### src/rtl/busarb_pkg.sv
// Shared types and helpers for the dbus round-robin arbiter.
package busarb_pkg;

  typedef enum logic {
    IDLE = 1'b0,
    BUSY = 1'b1
  } arb_state_e;

  // msize encoding: transfer is (1 << size) bytes
  localparam logic [2:0] MSIZE_B = 3'd0;
  localparam logic [2:0] MSIZE_H = 3'd1;
  localparam logic [2:0] MSIZE_W = 3'd2;
  localparam logic [2:0] MSIZE_D = 3'd3;

  function automatic int unsigned rr_next(input int unsigned cur, input int unsigned n);
    return (cur + 1 >= n) ? 0 : cur + 1;
  endfunction

endpackage

### src/rtl/rr_picker.sv
// Combinational round-robin picker: first set req bit at or after ptr, modulo NCH.
module rr_picker #(
  parameter  int NCH = 2,
  localparam int IW  = (NCH > 1) ? $clog2(NCH) : 1
) (
  input  logic [NCH-1:0] req,
  input  logic [IW-1:0]  ptr,
  output logic           any,
  output logic [IW-1:0]  idx
);

  logic [2*NCH-1:0] w_dbl;
  logic [NCH-1:0]   w_rot;
  int unsigned      w_off;
  int unsigned      w_sum;

  // Rotating a doubled copy puts channel ptr at bit 0; lowest set bit wins.
  always_comb begin
    w_dbl = {req, req};
    w_rot = NCH'(w_dbl >> ptr);
    w_off = 0;
    for (int unsigned i = NCH; i > 0; i--) begin
      if (w_rot[i-1]) w_off = i - 1;
    end
    w_sum = w_off + 32'(ptr);
    if (w_sum >= NCH) w_sum = w_sum - NCH;
    any = |req;
    idx = IW'(w_sum);
  end

endmodule

### src/rtl/dbus_arbiter.sv
// N-channel round-robin dbus arbiter with a registered, held downstream request.
// Optional perf counters enabled by defining DBUS_ARB_PERF_EN.
module dbus_arbiter
  import busarb_pkg::*;
#(
  parameter  int NCH = 2,
  parameter  int AW  = 64,
  parameter  int DW  = 64,
  parameter  int SZW = 3,
  parameter  int CW  = 32,
  localparam int SW  = DW / 8,
  localparam int IW  = (NCH > 1) ? $clog2(NCH) : 1
) (
  input  logic               clk,
  input  logic               reset,
  input  logic [NCH-1:0]     up_valid,
  input  logic [NCH*AW-1:0]  up_addr,
  input  logic [NCH*SZW-1:0] up_size,
  input  logic [NCH*DW-1:0]  up_data,
  input  logic [NCH*SW-1:0]  up_strobe,
  output logic [NCH-1:0]     up_data_ok,
  output logic [DW-1:0]      up_rdata,
  output logic               dn_valid,
  output logic [AW-1:0]      dn_addr,
  output logic [SZW-1:0]     dn_size,
  output logic [DW-1:0]      dn_data,
  output logic [SW-1:0]      dn_strobe,
  input  logic               dn_data_ok,
  input  logic [DW-1:0]      dn_rdata,
  output logic [NCH*CW-1:0]  grant_cnt,
  output logic [CW-1:0]      wait_cnt
);

  typedef struct packed {
    logic [AW-1:0]  addr;
    logic [SZW-1:0] size;
    logic [DW-1:0]  data;
    logic [SW-1:0]  strobe;
  } dn_req_t;

  arb_state_e    r_state;
  arb_state_e    w_state_nx;
  logic [IW-1:0] r_ptr;
  logic [IW-1:0] r_gnt;
  dn_req_t       r_req;
  dn_req_t       w_ch_req [NCH];
  logic          w_any;
  logic [IW-1:0] w_idx;
  logic          w_latch;
  logic          w_done;
  logic          w_cmpl;

  always_comb begin
    for (int unsigned c = 0; c < NCH; c++) begin
      w_ch_req[c].addr   = up_addr[c*AW +: AW];
      w_ch_req[c].size   = up_size[c*SZW +: SZW];
      w_ch_req[c].data   = up_data[c*DW +: DW];
      w_ch_req[c].strobe = up_strobe[c*SW +: SW];
    end
  end

  rr_picker #(.NCH(NCH)) u_pick (
    .req (up_valid),
    .ptr (r_ptr),
    .any (w_any),
    .idx (w_idx)
  );

  always_comb begin
    w_state_nx = r_state;
    w_latch    = 1'b0;
    w_done     = 1'b0;
    case (r_state)
      IDLE: begin
        if (w_any) begin
          w_state_nx = BUSY;
          w_latch    = 1'b1;
        end
      end
      BUSY: begin
        if (dn_data_ok) begin
          w_state_nx = IDLE;
          w_done     = 1'b1;
        end
      end
      default: w_state_nx = IDLE;
    endcase
  end

  always_ff @(posedge clk) begin
    if (reset) begin
      r_state <= IDLE;
      r_ptr   <= '0;
      r_gnt   <= '0;
      r_req   <= '0;
    end else begin
      r_state <= w_state_nx;
      if (w_latch) begin
        r_gnt <= w_idx;
        r_req <= w_ch_req[w_idx];
      end
      if (w_done) r_ptr <= IW'(rr_next(32'(r_gnt), NCH));
    end
  end

  // A completion coinciding with reset is abandoned, so no pulse escapes.
  assign w_cmpl     = w_done & ~reset;
  assign up_data_ok = w_cmpl ? (NCH'(1) << r_gnt) : '0;
  assign up_rdata   = w_cmpl ? dn_rdata : '0;

  assign dn_valid  = (r_state == BUSY);
  assign dn_addr   = r_req.addr;
  assign dn_size   = r_req.size;
  assign dn_data   = r_req.data;
  assign dn_strobe = r_req.strobe;

`ifdef DBUS_ARB_PERF_EN
  logic [CW-1:0]  r_gcnt [NCH];
  logic [CW-1:0]  r_wcnt;
  logic [NCH-1:0] w_own_mask;
  logic           w_wait;

  assign w_own_mask = (r_state == BUSY) ? (NCH'(1) << r_gnt) : '0;
  assign w_wait     = |(up_valid & ~w_own_mask);

  always_ff @(posedge clk) begin
    if (reset) begin
      r_wcnt <= '0;
      for (int unsigned c = 0; c < NCH; c++) r_gcnt[c] <= '0;
    end else begin
      if (w_wait && (r_wcnt != '1)) r_wcnt <= r_wcnt + 1'b1;
      if (w_done && (r_gcnt[r_gnt] != '1)) r_gcnt[r_gnt] <= r_gcnt[r_gnt] + 1'b1;
    end
  end

  always_comb begin
    for (int unsigned c = 0; c < NCH; c++) grant_cnt[c*CW +: CW] = r_gcnt[c];
  end
  assign wait_cnt = r_wcnt;
`else
  assign grant_cnt = '0;
  assign wait_cnt  = '0;
`endif

endmodule

### config.mk
export PLATFORM = sky130hd
export DESIGN_NAME = dbus_arbiter
export DESIGN_NICKNAME = d
export VERILOG_FILES = /design/src/rtl/busarb_pkg.sv /design/src/rtl/rr_picker.sv /design/src/rtl/dbus_arbiter.sv
export SDC_FILE = /design/constraint.sdc
export NUM_CORES = 1
export LEC_CHECK = 0
export CORE_AREA = 5 5 249 251
export CTS_BUF_LIST = sky130_fd_sc_hd__clkbuf_2 sky130_fd_sc_hd__clkbuf_4 sky130_fd_sc_hd__clkbuf_8
export CTS_CLUSTER_SIZE = 16
export DETAILED_ROUTE_END_ITERATION = 6
export DIE_AREA = 0 0 254 256
export HOLD_SLACK_MARGIN = 0.1
export MAX_ROUTING_LAYER = met4
export PLACE_DENSITY = 0.48
export REMOVE_ABC_BUFFERS = 1
export SYNTH_ARGS = -nofsm -noshare
export SYNTH_HDL_FRONTEND = slang
export SYNTH_SLANG_ARGS = --single-unit
### constraint.sdc
create_clock -name clk -period 1.5 [get_ports clk]
set_input_delay 0.3 -clock clk [delete_from_list [all_inputs] [get_ports clk]]
set_output_delay 0.3 -clock clk [all_outputs]
set_load 0.03 [all_outputs]
==> results of run 1 <==
-- routing by layer --
| metal | part of all wire, % | vias up | global-route usage, % |
|---|---|---|---|
| met5 | 0 | - | - |
| met1 | 38 | 5527 | 17.4 |
| met3 | 7.8 | 79 | 4.18 |
| met2 | 50 | 575 | 26.7 |
| met4 | 3.9 | 0 | 7.13 |
| li1 | - | 5132 | - |
-- cell usage in the layout (no fill, tap or decap), types with 2 or more instances in the layout --
cell type / Yosys / final
a2111oi_0: 278 / 225
a2111oi_1: 0 / 34
a2111oi_2: 0 / 15
a2111oi_4: 0 / 4
a211oi_1: 2 / 2
and2_1: 65 / 34
and2_4: 0 / 31
buf_12: 0 / 60
buf_16: 0 / 11
buf_2: 50 / 113
buf_4: 101 / 106
buf_6: 17 / 72
buf_8: 0 / 8
bufbuf_16: 0 / 2
clkbuf_16: 0 / 5
clkbuf_4: 0 / 6
clkbuf_8: 0 / 19
clkdlybuf4s50_1: 0 / 343
clkinv_4: 0 / 2
clkinvlp_4: 0 / 3
conb_1: 1 / 96
dfxtp_1: 142 / 135
dfxtp_2: 0 / 5
dfxtp_4: 0 / 2
diode_2: 0 / 9
inv_4: 0 / 3
inv_6: 0 / 3
nor2_1: 140 / 133
nor2_2: 0 / 5
nor2_4: 0 / 2
nor4_1: 139 / 113
nor4_2: 0 / 26
-- path summary, 6_finish.rpt --
kind,from,end,cells after the start
max,dn_valid,up_rdata[18],6
min,reset,dn_addr[41],3
max reg2reg,dn_valid,dn_addr[1],10
min reg2reg,dn_addr[35],dn_addr[35],2
-- power by group through the flow --
stage          sequential [mW]  combinational [mW]  clock [mW]
2_1_floorplan             5.32                1.25           0
3_3_place_gp              4.48                5.06           0
3_5_place_dp              4.48                5.06           0
4_1_cts                   4.40                5.37        3.34
5_1_grt                   4.44                5.94        3.44
6_report                  4.40                5.63        3.13
-- cells in the mapped netlist, drive strengths merged --
cell and instances:
a2111oi 278, buf 168, dfxtp 142, nor2 140, nor4 139, clkbuf 90, and2 65, inv 3
a211oi 2, nand2 2, nor3 2, o21ba 2, a21oi 1, conb 1, nor2b 1, or2 1
-- area by class of cell --
cell class,instances,area share (%)
diodes,9,0.134
clock buffers,21,1.64
clock inverters,10,0.490
inverters,3,0.111
multi-input cells,729,30.7
flip-flops and latches,142,16.9
well taps,782,5.80
repair buffers,725,44.2
-- registers in the layout (all words and copies together), names as in the netlist --
register and flops:
dn_addr 64, dn_data 64, dn_size 3, dn_strobe 8
dn_valid 1, r_gnt 1, r_ptr 1
-- worst max-delay path, stage by stage (launching register included) --
cell and delay, ns:
dfxtp_4 0.37, nand2_4 0.06, nor2_4 0.13, buf_6 0.15, buf_12 0.12, and2_1 0.17
buf_6 0.15
-- logic make-up (layout without fill, tap and decap cells) --
kind of cell           after synthesis  in the layout  synth area share, %
flip-flops                         142            142                 32.6
AND/OR/NAND/NOR                    350            350                 21.0
AO/OA/AOI/OAI                      283            283                 28.4
other                                1            105               0.0430
buffers and inverters              261            759                 17.9
-- what timing repair did --
item                                   in CTS  in global routing
cloned                                     14                  7
endpoints found under the hold margin       4                  0
hold buffers                                1                  0
setup buffers                              27                 14
pin swaps                                  13                 25
resized for setup                         801                119
setup endpoints to repair                 261                213
==> run_results.csv, run 1 <==
group,metric,value,unit
power_and_ir_drop,clockPowerShare,23.8,%
cts,clk_latency,0.54,ns
global_routing,grt_pass1_vias,11300,
critical_path,critPathKind,"reg -> out",
cts,tritoncts,"done",
die,die_width,254,um
critical_path,path_max_fanout,14,
sta,setup_violations,207,
critical_path,end_kind,"output port",
global_routing,grt_pass1_wl,75800,um
power_and_ir_drop,p_leak,6.32,nW
die,io_pins,649,
synth,ys_seq_area_share,32.6,%
die,die_area,65000,um2
cells_and_area,area_growth,93.5,%
outcome,violations,"negative setup slack",
synth,ys_types,20,
cells_and_area,instances_no_fill,2421,
power_and_ir_drop,power.density,780,nW/um2
global_routing,grt_antenna_before_repair,12,
sta,hold_viol,0,
synth,yosys-top-cells-area,"dfxtp_1 33%, a2111oi_0 28%, nor4_1 10%, buf_4 8.7%, nor2_1 6.0%",
drt,wirelength,55500,um
power_and_ir_drop,power.switching,5.21,mW
drt,drt_first_pass_iters,5,
cells_and_area,fin_util,28.3,%
global_routing,grt_usage,15.8,%
sta,fin_skew,0.0128,ns
sta,min_period,1.98,ns
sta,slew_headroom,54.1,%
cts,htreeDepth,4,
cts,numCtsBuffers,17,
cells_and_area,fillCellCount,6354,
drt,vias_per_cell,4.67,
critical_path,cp.required,1.20,ns
cells_and_area,nNetsFinal,1965,
cts,clkTransAtPathRegs,0.09,ns
critical_path,start_kind,"flip-flop",
flow_run,maxCapViolCount,0,
synth,synthCells,1037,
cells_and_area,final-seq-area,2860,um2
cells_and_area,multi_input_area,5170,um2
power_and_ir_drop,max-vdd-ir-drop,0.582,mV
drt,drc,0,
die,rows,90,
cts,clock_tree.buffer_depth,2,
global_routing,gr-total-overflow,0,
drt,wire_per_inst,22.9,um
sta,whs,0.241,ns
power_and_ir_drop,combPwrFrac,42.8,%
synth,synth-seq-cells,142,
drt,ant_nets,0,
place,dp_worst_setup_slack,-0.423,ns
die,die_h,256,um
synth,netlist_area,8710,um2
sta,fin_ws,-0.479,ns
power_and_ir_drop,power_frac_seq,33.4,%
synth,avgSynthCellArea,8.40,um2
cells_and_area,final_cell_area,16900,um2
place,numPortBuffers,552,
place,dpl.cell_count,2325,
critical_path,r2r_slack,-0.38,ns
place,gp_congestion,0.897,
synth,yosys.area.top_type,"dfxtp_1",
place,dp_hpwl,38000,um
global_routing,grt_max_degree,107,
sta,final.setup.tns,-64.32,ns
cts,root_buffer,"clkbuf_8",
drt,drtIter0Drc,594,
sta,fmax,505,MHz
outcome,outcome,"finished, violations left",
power_and_ir_drop,p_total,13.2,mW
critical_path,arrival,1.68,ns
sta,rsz0062_at_grt,"yes",
die,start_util,14.6,%
power_and_ir_drop,p_int,7.95,mW
sta,tightest_slew,0.688,ns
worst_hold_path,min_path_type,"in -> reg",
synth,synth.top_cell.area_share,32.6,%
power_and_ir_drop,power.share.switching,39.6,%
synth,yosys_warnings,0,
drt,vias,11300,
sta,min_period_over_period,132,%
die,core,59700,um2
cts,cts.sinks,142,
sta,drv_slew,0,
place,dpl-instance-area,15300,um2
cells_and_area,drive_above_1_share,31.3,%
No activity file was read; power rests on OpenSTA's default activity.
==> inputs of run 2 (changes only) <==
- HOLD_SLACK_MARGIN: 0.1 -> not set
- RECOVER_POWER: not set -> 100
==> run 2 against run 1 <==
The flow still finishes with violations (negative setup slack); setup slack improved by 0.0021 ns; clock skew decreased by 0.0012 ns; die area unchanged.
==> run_results.csv, run 2 (synthesis results as in run 1) <==
group,metric,value,unit
outcome,outcome,"finished, violations left",
outcome,violations,"negative setup slack",
global_routing,grt_antenna_before_repair,11,
die,die_h,256,um
cells_and_area,final_cell_mix,"343 x clkdlybuf4s50_1, 225 x a2111oi_0, 137 x dfxtp_1, 133 x nor2_1, 113 x nor4_1",
cts,root_buffer,"clkbuf_8",
sta,hold_viol,0,
place,dp_hpwl,38000,um
cells_and_area,final_cell_area,16700,um2
cts,htreeDepth,4,
sta,tightest_slew,0.614,ns
critical_path,endpoint,"up_rdata[18]",
place,numPortBuffers,552,
critical_path,r2r_slack,-0.37,ns
drt,drtIter0Drc,535,
drt,drc,0,
sta,whs,0.0888,ns
sta,min_period,1.98,ns
drt,wirelength,55200,um
die,core,59700,um2
critical_path,rr_startpoint,"dn_valid",
cells_and_area,drive_above_1_share,31.2,%
place,dpl-instance-area,15300,um2
global_routing,grt_pass1_wl,75700,um
critical_path,r2r_cells,10,
critical_path,startpoint,"dn_valid",
drt,vias,11300,
sta,rsz0062_at_grt,"yes",
critical_path,path_max_fanout,14,
drt,ant_nets,0,
cts,tritoncts,"done",
cts,cts.sinks,142,
cts,clock_tree.buffer_depth,2,
cells_and_area,area_growth,92.1,%
sta,fin_ws,-0.477,ns
cells_and_area,mostFrequentLayoutCell,"clkdlybuf4s50_1",
sta,drv_slew,0,
cts,clkTransAtPathRegs,0.09,ns
drt,wire_per_inst,22.8,um
sta,fmax,506,MHz
global_routing,grt_usage,15.8,%
die,io_pins,649,
critical_path,r2r_end,"dn_addr[1]",
critical_path,start_kind,"flip-flop",
critical_path,critPathKind,"reg -> out",
power_and_ir_drop,p_leak,6.24,nW
sta,setup_violations,207,
global_routing,gr-total-overflow,0,
die,die_area,65000,um2
sta,fin_skew,0.0116,ns
worst_hold_path,min_path_type,"in -> reg",
place,dp_worst_setup_slack,-0.423,ns
drt,drt_first_pass_iters,5,
flow_run,maxCapViolCount,0,
global_routing,grt_max_degree,107,
die,die_width,254,um
global_routing,grt_pass1_vias,11300,
cells_and_area,nNetsFinal,1964,
cts,clk_latency,0.54,ns
drt,vias_per_cell,4.66,
die,rows,90,
place,gp_congestion,0.897,
power_and_ir_drop,power.density,782,nW/um2
die,start_util,14.6,%
cts,numCtsBuffers,17,
critical_path,end_kind,"output port",
sta,min_period_over_period,132,%
critical_path,arrival,1.68,ns
sta,slew_headroom,58.0,%
critical_path,cp.required,1.20,ns
power_and_ir_drop,max-vdd-ir-drop,0.585,mV
run 2: cell types whose count changed in the layout (fill, tap and decap cells not counted):
cell,before,now
clkbuf_2,0,103
buf_2,113,14
clkbuf_4,6,15
buf_12,60,52
buf_4,106,101
dfxtp_1,135,137
dfxtp_2,5,3
dlygate4sd3_1,1,0
run 2: layout make-up:
class	instances	area, um2
Fill cell	6365	42900
Multi-Input combinational cell	729	5170
Antenna cell	9	22.5
Clock inverter	10	82.6
Tap cell	782	978
Timing Repair Buffer	724	7340
Sequential cell	142	2850
Clock buffer	21	277
Inverter	3	18.8
run 2: power breakdown:
part / internal (mW) / switching (mW)
clock: 1.28 / 1.86
sequential: 4.16 / 0.233
combinational: 2.44 / 3.12
run 2: worst min path at each step:
stage               slack [ns]  cells past startpoint           to   startpoint
detailed placement        0.48                      2  dn_data[24]  dn_data[24]
CTS                      0.006                      2  dn_data[63]        reset
finish                    0.09                      2     dn_valid        reset
global placement          0.48                      2   dn_data[8]   dn_data[8]
floorplan                 0.37                      1        r_ptr        reset
global route              0.05                      2     dn_valid        reset
run 2: metrics by stage:
step	util (%)	power, mW	cells	setup TNS (ns)
2_1_floorplan	-	6.57	874	-1008.67
3_3_place_gp	25.7	9.54	2325	-30.98
3_5_place_dp	25.7	9.54	2325	-36.27
4_1_cts	27.2	13.1	2397	-84.18
5_1_grt	28.1	13.8	2420	-86.57
6_report	28.1	13.1	2420	-63.33
run 2: worst max-delay path: stages, from the launching register on:
cell     delay, ns
dfxtp_4       0.37
nand2_4       0.06
nor2_4        0.13
buf_6         0.15
buf_12        0.12
and2_1        0.17
buf_6         0.15
run 2: per-layer routing:
layer  vias up  wire [um]  part of all wire [%]  track usage [%]
met4         0       2170                   3.9             7.13
li1       5131          -                     -                -
met5         -          0                     0                -
met2       571      28000                    51             26.7
met1      5498      20900                    38             17.3
met3        75       4150                   7.5             4.23
run 2: repair_timing:
item,CTS,global route
endpoints found under the hold margin,0,0
buffers inserted,27,14
pin swaps,13,25
endpoints found under the setup margin,261,213
hold buffers,0,0
cloned,14,7
resized for setup,801,119
